==> config.mk <==
export PLATFORM = sky130hd
export DESIGN_NAME = branch_comparator_flat
export DESIGN_NICKNAME = d
export VERILOG_FILES = /design/src/rtl/datapath_pkg.sv /design/src/rtl/branch_comparator_if.sv /design/src/rtl/signed_cmp.sv /design/src/rtl/branch_comparator.sv /design/src/flat_wrapper.sv
export SDC_FILE = /design/constraint.sdc
export NUM_CORES = 1
export LEC_CHECK = 0
export CAP_MARGIN = 20
export CORE_MARGIN = 3
export CORE_UTILIZATION = 34
export CTS_CLUSTER_SIZE = 20
export DETAILED_ROUTE_END_ITERATION = 8
export PLACE_DENSITY = 0.76
export SLEW_MARGIN = 20
export SYNTH_ARGS = -nofsm -noshare
export SYNTH_HDL_FRONTEND = slang
export SYNTH_SLANG_ARGS = --single-unit
export TNS_END_PERCENT = 1
==> constraint.sdc <==
create_clock -name clk -period 0.85 [get_ports clk]
set_clock_uncertainty 0.2 [all_clocks]
set_input_delay 0.17 -clock clk [delete_from_list [all_inputs] [get_ports clk]]
set_output_delay 0.17 -clock clk [all_outputs]
set_load 0.02 [all_outputs]
==> src/rtl/datapath_pkg.sv <==
`default_nettype none
// ============================================================================
// datapath_pkg : branch control / result encodings shared by the datapath
// Revision     : 1.0
// ============================================================================
package datapath_pkg;

   localparam int WIDTH = 16;

   localparam logic [1:0] BR_NONE = 2'b00;
   localparam logic [1:0] BR_LT   = 2'b01;
   localparam logic [1:0] BR_EQ   = 2'b10;
   localparam logic [1:0] BR_GT   = 2'b11;

   localparam logic [1:0] BRES_NONE      = 2'b00;
   localparam logic [1:0] BRES_TAKEN     = 2'b01;
   localparam logic [1:0] BRES_NOT_TAKEN = 2'b10;

endpackage
`default_nettype wire

==> src/rtl/branch_comparator_if.sv <==
`default_nettype none
// ============================================================================
// branch_comparator_if : decode-side compare request and registered result
// Revision             : 1.0
// ============================================================================
interface branch_comparator_if
   import datapath_pkg::*;
#(
   parameter int WIDTH = datapath_pkg::WIDTH
);
   logic [1:0]       branch_control;
   logic [WIDTH-1:0] op1;
   logic [WIDTH-1:0] r15;
   logic             flush;
   logic [1:0]       branch;

   modport master (
      output branch_control, op1, r15, flush,
      input  branch
   );

   modport slave (
      input  branch_control, op1, r15, flush,
      output branch
   );
endinterface
`default_nettype wire

==> src/rtl/signed_cmp.sv <==
`default_nettype none
// ============================================================================
// signed_cmp : combinational two's-complement magnitude compare
// Revision   : 1.0
// ============================================================================
module signed_cmp #(
   parameter int WIDTH = 16
) (
   input  wire logic [WIDTH-1:0] a,
   input  wire logic [WIDTH-1:0] b,
   output logic                  lt,
   output logic                  eq,
   output logic                  gt
);
   assign lt = $signed(a) < $signed(b);
   assign eq = (a == b);
   assign gt = ~lt & ~eq;
endmodule
`default_nettype wire

==> src/rtl/branch_comparator.sv <==
`default_nettype none
// ============================================================================
// branch_comparator : resolves op1-vs-R15 branch condition, one-cycle result
// Revision          : 1.0
// ============================================================================
module branch_comparator
   import datapath_pkg::*;
#(
   parameter int WIDTH = datapath_pkg::WIDTH
) (
   input  wire logic          clk,
   input  wire logic          rst_n,
   branch_comparator_if.slave bus
);
   logic       lt;
   logic       eq;
   logic       gt;
   logic [1:0] branch_d;
   logic [1:0] branch_q;

   signed_cmp #(.WIDTH(WIDTH)) u_cmp (
      .a  (bus.op1),
      .b  (bus.r15),
      .lt (lt),
      .eq (eq),
      .gt (gt)
   );

   // Unknown control falls to the default arm so X never yields "taken".
   always_comb begin
      branch_d = BRES_NONE;
      if (!bus.flush) begin
         case (bus.branch_control)
            BR_LT:   branch_d = lt ? BRES_TAKEN : BRES_NOT_TAKEN;
            BR_EQ:   branch_d = eq ? BRES_TAKEN : BRES_NOT_TAKEN;
            BR_GT:   branch_d = gt ? BRES_TAKEN : BRES_NOT_TAKEN;
            default: branch_d = BRES_NONE;
         endcase
      end
   end

   always_ff @(posedge clk or negedge rst_n) begin
      if (!rst_n) begin
         branch_q <= BRES_NONE;
      end else begin
         branch_q <= branch_d;
      end
   end

   assign bus.branch = branch_q;
endmodule
`default_nettype wire

==> src/flat_wrapper.sv <==
// flat-port wrapper written by rule: the top's interface ports become plain ports
module branch_comparator_flat import datapath_pkg::*;
#(
   parameter int WIDTH = datapath_pkg::WIDTH
)
  (clk, rst_n, bus_branch_control, bus_op1, bus_r15, bus_flush, bus_branch);
  branch_comparator_if #(.WIDTH(WIDTH)) bus_i ();
  input  wire logic clk;
  input  wire logic rst_n;
  input wire logic [$bits(bus_i.branch_control)-1:0] bus_branch_control;
  input wire logic [$bits(bus_i.op1)-1:0] bus_op1;
  input wire logic [$bits(bus_i.r15)-1:0] bus_r15;
  input wire logic [$bits(bus_i.flush)-1:0] bus_flush;
  output wire logic [$bits(bus_i.branch)-1:0] bus_branch;
  assign bus_i.branch_control = bus_branch_control;
  assign bus_i.op1 = bus_op1;
  assign bus_i.r15 = bus_r15;
  assign bus_i.flush = bus_flush;
  assign bus_branch = bus_i.branch;
  branch_comparator #(.WIDTH(WIDTH)) u_core (.clk(clk), .rst_n(rst_n), .bus(bus_i));
endmodule
==> parameters.txt <==
Parameter                              Value

Outcome
  Result of the run ... finished with violations
  Violated checks ... negative hold slack, negative setup slack

Yosys
  Most used standard cell by instance count after synthesis ... sky130_fd_sc_hd__inv_1
  Per-instance average area after synthesis ... 7.79 um2
  Post-synth cell types ... 21
  Synth top cells by count ... sky130_fd_sc_hd__inv_1 (18), sky130_fd_sc_hd__ha_1 (16), sky130_fd_sc_hd__a21oi_1 (7)
  Synth warnings ... 0
  Leading cell types by total area after synthesis ... sky130_fd_sc_hd__ha_1 (37%), sky130_fd_sc_hd__inv_1 (12%), sky130_fd_sc_hd__dfrtp_1 (9.2%)
  Synth area leader ... sky130_fd_sc_hd__ha_1
  Proportion of synthesized chip area in sequential cells ... 9.17%
  Number of synthesized flops with an enable pin ... 0
  Share of flip-flops with an asynchronous set or reset ... 100%
  Synthesized net count ... 123
  Number of synthesized register bits ... 2
  Area share of the largest cell type after synthesis ... 36.7%
  Cells after Synth ... 70
  Cell area after synthesis ... 546 um2
  Dominant synthesized flop cell ... sky130_fd_sc_hd__dfrtp_1

Cells and area
  Layout filler cell count ... 58
  Number of antenna cells inserted ... 0
  Flip-flop count of the largest register, all copies and words added ... 2
  Layout cells sized above 1 ... 67.8%
  Layout-stage area growth over the synthesis result ... 129%
  Post-route core utilization ... 89.4%
  Final nets ... 176
  Design area ... 0.00125 mm2

Global route
  First-pass GRT wire length ... 3190 um
  Number of global-route vias before repair ... 853
  Antenna violations before repair ... 0
  GRT Resource Usage Total ... 20.4%
  Congestion Overflow GR ... 0
  Pin count of the biggest net entering global routing ... 5

Placement
  Cell area after placement ... 0.00114 mm2
  Post-DP HPWL ... 1490 um
  Count of input and output buffers ... 38
  Final GP Congestion ... 0.754

Floorplan
  Die Height ... 46.1 um
  Number of top-level pins ... 39
  Row Count ... 13
  Initial Utilization ... 39.0%
  Core area ... 0.00140 mm2
  Die area ... 0.00212 mm2
  Die width ... 46.1 um

Power and ir drop
  Peak ir drop on the vdd network ... 0.447 mV
  Power density normalized to cell area ... 772 mW/mm2
  LEAKAGE ... 0.560 nW

Detailed routing
  Drt wl/cell ... 17.9 um
  Final Routed Wirelength ... 2430 um
  Number of DRC violations after detailed routing ... 0
  Antenna Nets Post-Route ... 0
  Violation count after the first detailed-route iteration ... 22
  Total via count after detailed routing ... 752
  First drt pass iteration count ... 5
  Detail-routed via count per cell ... 5.53

STA
  Setup repair after global routing missed its margin ... yes
  Final Hold Fails ... 2
  Worst max-slew margin expressed relative to the limit ... 79.7%
  Final cycle utilization of the critical path ... 234%
  Final critical delay including setup and external delays ... 1.99 ns
  Number of failing setup endpoints in the final timing report ... 4
  Worst hold slack ... -0.0881 ns
  Total count of max-transition violations in the final report ... 0
  Smallest setup slack after layout ... -1.14 ns
  Highest achievable clock rate ... 0.502 GHz
  Slew at the pin with the worst max-slew slack ... 0.303 ns

Critical path
  Data required time at the worst endpoint ... 0.76 ns
  Timing startpoint of the critical path ... bus_r15[11]
  Critical Path Start Type ... input pin
  Capturing element type of the critical path ... flip-flop
  Type of the setup path with the least slack ... input pin to flip-flop
  Data arrival at the endpoint of the critical path ... 1.90 ns
  Largest driver fanout on the critical path ... 3

Clocking
  TritonCTS clock tree ... yes
  Clk sinks ... 2
  Clock root buffer ... sky130_fd_sc_hd__clkbuf_4
  Worst-case clock buffer depth ... 2
  Clock slew at the register clock pins of the worst setup and hold paths ... 0.03 ns
  Max H-tree Level ... 1
  Number of buffers created by CTS ... 3

Flow run
  MaxCap Viol Count ... 0

Hold path
  Hold Crit Class ... input pin to asynchronous set/reset pin
-- worst max path at each step --
stage	end	slack, ns	cells past startpoint
2_1_floorplan	u_core.bus.branch[1]	-1.07	8
3_3_place_gp	u_core.bus.branch[1]	-1.67	9
3_5_place_dp	u_core.bus.branch[1]	-1.71	9
4_1_cts	u_core.bus.branch[0]	-1.08	9
5_1_grt	u_core.bus.branch[0]	-1.23	10
6_report	u_core.bus.branch[1]	-1.14	10
-- stage by stage --
step | instances | setup WS [ns] | power, mW | hold slack (ns) | TNS (ns)
finish | 136 | -1.14 | 0.965 | -0.0881 | -2.76
global route | 136 | -1.23 | 1.03 | -0.0862 | -2.94
CTS | 135 | -1.08 | 0.901 | -0.0856 | -2.62
detailed placement | 129 | -1.71 | 0.664 | 0.144 | -4.23
global placement | 129 | -1.67 | 0.643 | 0.142 | -4.13
floorplan | 70 | -1.07 | 0.385 | -0.326 | -2.05
-- where the power goes --
part | switching (mW) | internal (mW) | total, mW
logic | 0.289 | 0.361 | 0.650
registers | 0.00185 | 0.103 | 0.105
clock network | 0.0539 | 0.156 | 0.210
-- placed cells by master (no fill, tap or decap), types with 4 or more instances in the layout --
cell / Yosys / final
sky130_fd_sc_hd__a21oi_1: 7 / 6
sky130_fd_sc_hd__buf_2: 0 / 15
sky130_fd_sc_hd__buf_4: 0 / 9
sky130_fd_sc_hd__buf_6: 0 / 9
sky130_fd_sc_hd__clkdlybuf4s15_2: 0 / 4
sky130_fd_sc_hd__clkdlybuf4s50_1: 0 / 4
sky130_fd_sc_hd__dlygate4sd2_1: 0 / 5
sky130_fd_sc_hd__ha_4: 0 / 15
sky130_fd_sc_hd__inv_2: 0 / 11
sky130_fd_sc_hd__nand2_1: 5 / 4
sky130_fd_sc_hd__nor2_1: 4 / 4
-- critical path: stages --
cell                              delay (ns)
sky130_fd_sc_hd__clkdlybuf4s15_1        0.20
sky130_fd_sc_hd__inv_2                  0.06
sky130_fd_sc_hd__ha_4                   0.26
sky130_fd_sc_hd__nand4_4                0.11
sky130_fd_sc_hd__nor4_4                 0.05
sky130_fd_sc_hd__buf_4                  0.14
sky130_fd_sc_hd__a31oi_1                0.23
sky130_fd_sc_hd__nand2_1                0.11
sky130_fd_sc_hd__or3_4                  0.42
sky130_fd_sc_hd__and3_1                 0.16
-- cell type report --
class	count	area, um2	area share, %
sequential	2	50.0	4.00
multi-input combinational	50	681	54.5
inverter	18	85.1	6.81
clock buffer	3	22.5	1.80
timing repair buffer	48	393	31.4
tap	15	18.8	1.50
-- layer usage --
| metal | share of wire [%] | up-vias | GRT usage (%) | routed length [um] |
|---|---|---|---|---|
| li1 | - | 353 | - | - |
| met1 | 38 | 353 | 18.7 | 916 |
| met2 | 55 | 38 | 43.1 | 1340 |
| met3 | 5.2 | 8 | 2.73 | 127 |
| met4 | 1.9 | 0 | 7.39 | 45 |
| met5 | 0 | - | 0 | 0 |
-- repair_timing --
action,CTS,global route
hold endpoints to repair,2,2
endpoints found under the setup margin,4,4
cloned,0,0
gates resized for setup,133,7
pin swaps,26,8
buffers inserted,3,1
-- cells by family after synthesis --
group | Yosys count | synth area share [%]
AO/OA/AOI/OAI | 16 | 18.3
buffers and inverters | 18 | 12.4
flip-flops | 2 | 9.17
adder cells (fa/ha/maj) | 16 | 36.7
AND/OR/NAND/NOR | 18 | 23.4
No activity file was read; power rests on OpenSTA's default activity.
